==> config.mk <==
export PLATFORM = sky130hd
export DESIGN_NAME = load_store_unit
export DESIGN_NICKNAME = d
export VERILOG_FILES = /design/src/rtl/lsu_pkg.sv /design/src/rtl/lsu_lane.sv /design/src/rtl/load_store_unit.sv
export SDC_FILE = /design/constraint.sdc
export NUM_CORES = 1
export LEC_CHECK = 0
export BUFFER_PORTS_ARGS = -buffer_cell sky130_fd_sc_hd__buf_2
export CAP_MARGIN = 30
export CORE_ASPECT_RATIO = 1.4
export CORE_MARGIN = 4
export CORE_UTILIZATION = 45
export CTS_BUF_LIST = sky130_fd_sc_hd__clkbuf_16
export CTS_CLUSTER_SIZE = 16
export DETAILED_ROUTE_END_ITERATION = 10
export GPL_TIMING_DRIVEN = 0
export HOLD_SLACK_MARGIN = 0.12
export PLACE_DENSITY = 0.71
export SLEW_MARGIN = 20
export SYNTH_ARGS = -nofsm -noshare
export SYNTH_HDL_FRONTEND = slang
export SYNTH_SLANG_ARGS = --single-unit
==> constraint.sdc <==
create_clock -name clk -period 2.9 [get_ports clk]
set_input_delay 0.58 -clock clk [delete_from_list [all_inputs] [get_ports clk]]
set_output_delay 0.58 -clock clk [all_outputs]
set_load 0.02 [all_outputs]
==> src/rtl/lsu_pkg.sv <==
// Shared encodings, FSM states and the request legality check for the load/store unit.
// Build option: define LSU_MISALIGN_TRAP_EN to trap misaligned halfword/word accesses.
package lsu_pkg;

  localparam logic [2:0] F3_B  = 3'd0;
  localparam logic [2:0] F3_H  = 3'd1;
  localparam logic [2:0] F3_W  = 3'd2;
  localparam logic [2:0] F3_BU = 3'd4;
  localparam logic [2:0] F3_HU = 3'd5;

`ifdef LSU_MISALIGN_TRAP_EN
  localparam bit MISALIGN_TRAP = 1'b1;
`else
  localparam bit MISALIGN_TRAP = 1'b0;
`endif

  typedef enum logic [2:0] {
    S_IDLE,
    S_READ,
    S_WRITE,
    S_DONE,
    S_ERR
  } lsu_state_t;

  // Without the trap, misaligned offsets are simply truncated by the lane logic.
  function automatic logic is_legal(input logic we, input logic [2:0] funct3,
                                    input logic [1:0] addr_lo);
    logic legal;
    logic mis_h;
    logic mis_w;
    mis_h = MISALIGN_TRAP && addr_lo[0];
    mis_w = MISALIGN_TRAP && (addr_lo != 2'b00);
    case (funct3)
      F3_B:    legal = 1'b1;
      F3_H:    legal = !mis_h;
      F3_W:    legal = !mis_w;
      F3_BU:   legal = !we;
      F3_HU:   legal = !we && !mis_h;
      default: legal = 1'b0;
    endcase
    return legal;
  endfunction

endpackage

==> src/rtl/lsu_lane.sv <==
// Byte/halfword lane logic: load extraction with sign/zero extension and the
// store merge of new data into the previously read word (little-endian).
module lsu_lane
  import lsu_pkg::*;
(
  input  logic [2:0]  funct3,
  input  logic [1:0]  addr_lo,
  input  logic [31:0] word,
  input  logic [31:0] wdata,
  output logic [31:0] load_data,
  output logic [31:0] store_data
);

  logic [7:0]  sel_byte;
  logic [15:0] sel_half;

  // NOTE: every output gets a default before the case so no latch is inferred.
  always_comb begin
    case (addr_lo)
      2'd0:    sel_byte = word[7:0];
      2'd1:    sel_byte = word[15:8];
      2'd2:    sel_byte = word[23:16];
      default: sel_byte = word[31:24];
    endcase
    sel_half = addr_lo[1] ? word[31:16] : word[15:0];

    load_data = word;
    case (funct3)
      F3_B:    load_data = {{24{sel_byte[7]}}, sel_byte};
      F3_H:    load_data = {{16{sel_half[15]}}, sel_half};
      F3_BU:   load_data = {24'd0, sel_byte};
      F3_HU:   load_data = {16'd0, sel_half};
      default: load_data = word;
    endcase

    store_data = wdata;
    case (funct3)
      F3_B: begin
        store_data = word;
        case (addr_lo)
          2'd0:    store_data[7:0]   = wdata[7:0];
          2'd1:    store_data[15:8]  = wdata[7:0];
          2'd2:    store_data[23:16] = wdata[7:0];
          default: store_data[31:24] = wdata[7:0];
        endcase
      end
      F3_H: begin
        store_data = word;
        if (addr_lo[1]) store_data[31:16] = wdata[15:0];
        else            store_data[15:0]  = wdata[15:0];
      end
      default: store_data = wdata;
    endcase
  end

endmodule

==> src/rtl/load_store_unit.sv <==
// Single-request load/store unit issuing only aligned 32-bit accesses; sub-word
// stores become read-modify-write. Build option: LSU_MISALIGN_TRAP_EN (see lsu_pkg).
module load_store_unit
  import lsu_pkg::*;
#(
  parameter int ADDR_W = 32
) (
  input  logic              clk,
  input  logic              rst,
  input  logic              req,
  input  logic              we,
  input  logic [2:0]        funct3,
  input  logic [ADDR_W-1:0] addr,
  input  logic [31:0]       wdata,
  output logic              ready,
  output logic              done,
  output logic              err,
  output logic [31:0]       rdata,
  output logic [ADDR_W-1:0] mem_A,
  output logic [31:0]       mem_WD,
  output logic              mem_WE,
  input  logic [31:0]       mem_RD
);

  lsu_state_t        state_q, state_d;
  logic              we_q, we_d;
  logic [2:0]        funct3_q, funct3_d;
  logic [1:0]        addr_lo_q, addr_lo_d;
  logic [31:0]       wdata_q, wdata_d;
  logic [31:0]       word_q, word_d;
  logic [31:0]       rdata_q, rdata_d;
  logic [ADDR_W-1:0] mem_a_q, mem_a_d;

  logic [31:0] lane_word;
  logic [31:0] load_data;
  logic [31:0] store_data;

  // Loads extract straight from the memory bus so rdata lands on the READ edge.
  assign lane_word = (state_q == S_READ) ? mem_RD : word_q;

  lsu_lane u_lane (
    .funct3     (funct3_q),
    .addr_lo    (addr_lo_q),
    .word       (lane_word),
    .wdata      (wdata_q),
    .load_data  (load_data),
    .store_data (store_data)
  );

  always_comb begin
    state_d   = state_q;
    we_d      = we_q;
    funct3_d  = funct3_q;
    addr_lo_d = addr_lo_q;
    wdata_d   = wdata_q;
    word_d    = word_q;
    rdata_d   = rdata_q;
    mem_a_d   = mem_a_q;
    case (state_q)
      S_IDLE: begin
        if (req) begin
          we_d      = we;
          funct3_d  = funct3;
          addr_lo_d = addr[1:0];
          wdata_d   = wdata;
          if (!is_legal(we, funct3, addr[1:0])) begin
            state_d = S_ERR;
          end else begin
            mem_a_d = {addr[ADDR_W-1:2], 2'b00};
            state_d = (we && funct3 == F3_W) ? S_WRITE : S_READ;
          end
        end
      end
      S_READ: begin
        word_d = mem_RD;
        if (we_q) begin
          state_d = S_WRITE;
        end else begin
          rdata_d = load_data;
          state_d = S_DONE;
        end
      end
      S_WRITE: state_d = S_DONE;
      default: state_d = S_IDLE;
    endcase
  end

  // NOTE: sequential state uses non-blocking assignments; reset is synchronous.
  always_ff @(posedge clk) begin
    if (rst) begin
      state_q   <= S_IDLE;
      we_q      <= 1'b0;
      funct3_q  <= 3'd0;
      addr_lo_q <= 2'd0;
      wdata_q   <= 32'd0;
      word_q    <= 32'd0;
      rdata_q   <= 32'd0;
      mem_a_q   <= '0;
    end else begin
      state_q   <= state_d;
      we_q      <= we_d;
      funct3_q  <= funct3_d;
      addr_lo_q <= addr_lo_d;
      wdata_q   <= wdata_d;
      word_q    <= word_d;
      rdata_q   <= rdata_d;
      mem_a_q   <= mem_a_d;
    end
  end

  assign ready  = (state_q == S_IDLE);
  assign done   = (state_q == S_DONE);
  assign err    = (state_q == S_ERR);
  assign rdata  = rdata_q;
  assign mem_A  = mem_a_q;
  assign mem_WD = store_data;
  // A reset landing in the WRITE cycle must kill the write immediately.
  assign mem_WE = (state_q == S_WRITE) && !rst;

endmodule
# Word level (Yosys, flattened, before mapping)
# Index checks and enable logic that the tools add are counted.
word_totals:
  reg_bits: 135
  input_bits: 103
  out_inout_bits: 100
  elab_cells: 56
op_classes:
  eq_ne: 14
  muxes: 19
  n_bitwise: 1
  n_reduce_logical: 14
ops:
  columns: ["operator", "n"]
  rows:
  - ["32-bit one-hot mux with 4 select lines", 1]
  - ["32-bit one-hot mux with 2 select lines", 1]
  - ["16-bit two-way mux", 3]
  - ["32-bit two-way mux", 1]
  - ["8-bit two-way mux", 4]
  - ["8-bit one-hot mux with 3 select lines", 1]
  - ["3-bit == test (second input constant)", 5]
  - ["3-bit by 1-bit == test with 1-bit output (second input constant)", 3]
  - ["3-bit by 2-bit == test with 1-bit output (second input constant)", 3]
  - ["3-bit logical NOT", 3]
  - ["3-bit one-hot mux with 3 select lines", 1]
  - ["3-bit two-way mux", 2]
  - ["3-bit OR reduction", 2]
  - ["2-bit AND reduction", 2]
  - ["1-bit two-way mux", 3]
  - ["3-bit AND reduction", 1]
  - ["2-bit by 1-bit == test with 1-bit output (second input constant)", 1]
  - ["2-bit == test (second input constant)", 1]
  - ["1-bit logical AND", 2]
  - ["1-bit logical NOT", 2]
  - ["2-bit logical NOT", 1]
  - ["2-bit two-way mux", 1]
  - ["2-bit != test (second input constant)", 1]
  - ["1-bit one-hot mux with 2 select lines", 1]
  - ["other kinds (2)", 2]

# Longest topological paths before layout
depth:
  word_depth: 8
  depth_mapped: 8
  mapped_depth_nobuf: 5

# Modules after synthesis
# From an unflattened synthesis, not the netlist that was laid out.
hier_totals:
  cells_unflattened: 804
  area_unflattened_um2: 6587.6
by_module_without_submodules:
  columns: ["module", "n_inst", "cells_per_inst", "area_per_inst_um2", "seq_area_each_um2"]
  rows:
  - ["load_store_unit", 1, 569, 5227.5, 2702.6]
  - ["lsu_lane", 1, 235, 1360.1, 0.0]

# Worst setup path after synthesis
# Ideal clock, no wire load.
synth_timing:
  kind: "register to output"
  start: "register addr_lo_q[1]"
  end: "output port mem_WD[16]"
  t_arrival_ns: 1.888
  required_ns: 2.320
  path_slack_ns: 0.432
  stages_incl_launch_ff: 8
  n_path_buf: 3
  path_cell_list: "dfxtp_1 buf_2 buf_2 inv_1 nor2_1 clkbuf_1 a21oi_1 o21ai_0"
synth_via:
  elab_chain_cells: 3
  elab_cells_between_ends: 4
  classes_between: "eq/ne (1); mux (3)"
synth_lines:
  columns: ["element", "line_no", "text"]
  rows:
  - ["start, declared", "load_store_unit.sv:28", "logic [1:0] addr_lo_q, addr_lo_d;"]
  - ["start signal, assigned", "load_store_unit.sv:103", "addr_lo_q <= addr_lo_d;"]
  - ["2-bit == test", "lsu_lane.sv:40", "case (addr_lo)"]
  - ["8-bit two-way mux", "lsu_lane.sv:40", null]
  - ["32-bit one-hot mux with 2 select lines (*)", "lsu_lane.sv:37", "case (funct3)"]
  - ["end, declared", "load_store_unit.sv:20", "output logic [31:0] mem_WD,"]
# Every way passes the cells marked *; elsewhere a longest branch is shown, timed or not.

# Final worst setup path
layout_timing:
  start: "register state_q[2]"
  end: "output port mem_WD[16]"
layout_via:
  elab_chain_cells: 4
  elab_cells_between_ends: 5
  classes_between: "eq/ne (1); mux (4)"
layout_lines:
  columns: ["element", "line_no", "text"]
  rows:
  - ["start, declared", "load_store_unit.sv:25", "lsu_state_t state_q, state_d;"]
  - ["start signal, assigned", "load_store_unit.sv:100", "state_q <= state_d;"]
  - ["3-bit by 1-bit == test with 1-bit output (*)", "load_store_unit.sv:39", "assign lane_word = (state_q == S_READ) ? mem_RD : word_q;"]
  - ["32-bit two-way mux (*)", null, null]
  - ["16-bit two-way mux or 8-bit two-way mux (tied branches)", "lsu_lane.sv:49, lsu_lane.sv:40", null]
  - ["32-bit one-hot mux with 2 select lines (*)", "lsu_lane.sv:37", null]
# Marked as above.

==> summary.md <==
| Metric | Value |
|---|---|
| Status | `completed` |
| Endpoint type of the worst setup path | `output port` |
| Final std cell area, no fill | `8821 um2` |
| Placed wire-length estimate | `16,000 um` |
| Worst r2r src | `state_q[2]` |
| R2R Setup Slk | `0.69 ns` |
| Routability congestion estimate | `0.9591` |
| DRT iter0 DRCs | `447` |
| DP Worst Slack | `-0.03920 ns` |
| Critical-path cell list | `buf_6 > nor3b_4 > buf_6 > clkbuf_16 > mux2i_4 > nor2_2 > a21oi_2 > o21ai_1 > buf_4` |
| Hold Path End | `mem_A[19]` |
| Count of final hold-check violations | `0` |
| EDFF count, synth | `0` |
| Vias per Instance | `5.503` |
| First-pass GRT wire length | `33,040 um` |
| Slew Limit Headroom | `51.70%` |
| CTS root buf | `clkbuf_16` |
| Largest net degree at the start of global routing | `17` |
| Synth Instances | `757` |
| Register bit total from synthesis | `135` |
| WP buf/inv | `4` |
| Hold Path Stages | `3` |
| Period utilization | `99.80%` |
| Hold Path Class | `in -> reg` |
| Syn-to-layout area delta | `41.25%` |
| Synth area leaders | `dfxtp_1, nand2_1, a21oi_1` |
| Max Fanout on Critical Path | `6` |
| CP delay by family, top | `buffers and inverters` |
| Hold path start | `addr[19]` |
| Die Span Y | `147.4 um` |
| Register area | `2706 um2` |
| Drt total wl | `22,160 um` |
| Diodes inserted | `0` |
| Nets | `1,100` |
| Worst r2r dst | `rdata[29]` |
| Multi-input gate area | `3640 um2` |
| Core area | `13,510 um2` |
| Power, Total | `0.006536 W` |
| F_max | `0.3455 GHz` |
| Antenna violations before repair | `0` |
| CP arrival | `2.31 ns` |
| RSZ-0062 raised after global routing | `yes` |
| Synth Cell Area | `6245 um2` |
| # placed instances | `1,140` |
| Synth Warn # | `0` |
| Layout Cells excl Fill | `1,192` |
| CTS hold repair buffers | `0` |
| Ys flop type | `dfxtp_1` |
| Placed inst area | `7477 um2` |
| Fin crit period | `2.894 ns` |
| Final setup violation count | `0` |
| DRC Markers | `0` |
| Share of layout cells above drive strength 1 | `36.24%` |
| PwrDens | `741.0 nW/um2` |
| Inserted Clock Buffers | `17` |
| Initial Util | `46.21%` |
| Setup crit start | `state_q[2]` |
| CP most frequent cell | `buf_6` |
| FP Rows | `50` |
| GRT Resource Usage Total | `26.48%` |
| # fillers | `1,196` |
| Netlist cell types | `45` |
| Setup slack after layout | `0.005894 ns` |
| Area leader, netlist | `dfxtp_1` |
| Synth top area share | `43.28%` |
| CTS tree | `done` |
| Most frequent cells in the layout | `buf_2, nand2_1, dfxtp_1` |
| Die area | `15,850 um2` |
| Commonest non-fill, non-tap cell in the layout | `buf_2` |
| Slew Limit Fails | `0` |
| Startpoint types | `flop` |
| Critical Path RT | `2.32 ns` |
| Clk buf depth | `2` |
| IO Count | `203` |
| Sequential-to-total area share from yosys stat | `43.28%` |
| PortBufs | `200` |
| Max cap viols | `0` |
| Total number of vias | `6,559` |
| Skew final | `0.008312 ns` |
| Vias in the first global route | `6,204` |
| Slowest stage cell on the critical path | `dfxtp_2` |
| Chip width | `107.6 um` |
| Post-route ant nets | `0` |
| Leak Pwr | `3.695 nW` |
| Worst IR Drop VDD | `0.0003955 V` |
| CP Class | `reg -> out` |
| Post-Syn Area per Cell | `8.249 um2` |
| Pre-antenna DRT Iters | `5` |
| Clock-pin slew on the worst setup and hold paths | `0.06 ns` |
| Worst reg2reg path depth | `9` |
| Clk Latency, worst-skew pair | `0.42 ns` |
| Sink Count | `135` |
| Average wire per standard cell | `18.59 um` |
| Async SR Flop Fraction | `0%` |
| Grt ovf | `0` |
| Worst Tran Pin Value | `0.7206 ns` |
| Max incr delay on CP | `0.31 ns` |
| H-tree depth | `4` |
[per-layer routing]
layer / part of all wire, % / GRT usage (%)
met1: 37 / 31.34
met2: 51 / 47.26
met3: 8.8 / 6.204
met4: 3.4 / 7.644
met5: 0 / 0
[cell usage after synthesis (5+ instances only)]
cell and instances:
buf_2 6, mux2_2 7, mux2i_1 36, dfxtp_1 135
a21oi_1 86, a221oi_1 8, a22oi_1 14, a211oi_2 11
a21o_1 8, or3_1 8, nor2_1 67, mux4_2 7
nand2_1 180, nor2b_1 6, nand2b_1 19, o221ai_1 6
nor3_1 5, clkbuf_1 44, o21ai_0 37, a211oi_1 15
o22ai_1 7, o211ai_1 6
[stage by stage]
step           hold slack, ns  util [%]   TNS (ns)
2_1_floorplan          0.4366         -          0
4_1_cts                0.3823     62.08    -0.4037
3_5_place_dp           0.4362     55.33   -0.05197
3_3_place_gp           0.4300     55.33  -0.001749
5_1_grt                0.3971     65.28    -0.4913
6_report               0.3922     65.28          0
[sequential cells by signal, summed over array words and instances, names as in the netlist]
name       count
word_q        32
funct3_q       3
wdata_q       32
we_q           1
mem_A         30
state_q        3
rdata         32
addr_lo_q      2
[worst max path at each step]
| stage | endpoint | depth (start not counted) |
|---|---|---|
| floorplan | mem_WD[16] | 7 |
| global placement | mem_WD[26] | 8 |
| detailed placement | mem_WD[26] | 7 |
| CTS | mem_WD[24] | 7 |
| global route | mem_WD[17] | 9 |
| finish | mem_WD[16] | 9 |
[worst register-to-register path, stage by stage, from the launching register on]
cell and delay [ns]:
dfxtp_2 0.31, buf_6 0.12, nor3b_4 0.28, buf_6 0.23, buf_4 0.13, buf_4 0.09, a21oi_2 0.09, a311oi_4 0.49
buf_6 0.23, a211oi_2 0.08
[report_power, final]
group | switching [W] | internal [W]
combinational | 0.00114 | 0.000752
clock | 0.000861 | 0.00162
sequential | 0.000124 | 0.00204
[final cells by class]
type / instances / share of cell area, %
tap: 182 / 2.582
clock buffer: 17 / 4.823
inverter: 4 / 0.1702
timing repair buffer: 224 / 14.16
clock inverter: 15 / 2.823
buffer: 55 / 3.504
sequential: 135 / 30.68
multi-input combinational: 560 / 41.26
[kinds of logic (layout without fill, tap and decap cells)]
| kind of cell | Yosys count | count (layout) | share of synthesized area (%) |
|---|---|---|---|
| buffers and inverters | 63 | 315 | 4.568 |
| AND/OR/NAND/NOR | 297 | 297 | 20.16 |
| multiplexers | 50 | 50 | 9.557 |
| flip-flops | 135 | 135 | 43.28 |
| other | 1 | 2 | 0.06005 |
| AO/OA/AOI/OAI | 211 | 211 | 22.38 |
[what timing repair did]
| action | in CTS | in global routing |
|---|---|---|
| setup buffers | 6 | 15 |
| setup endpoints to repair | 32 | 32 |
| pin swaps | 0 | 6 |
| gates cloned | 0 | 3 |
| resized for setup | 53 | 72 |
Note: power is estimated with default switching activity, not from simulation.
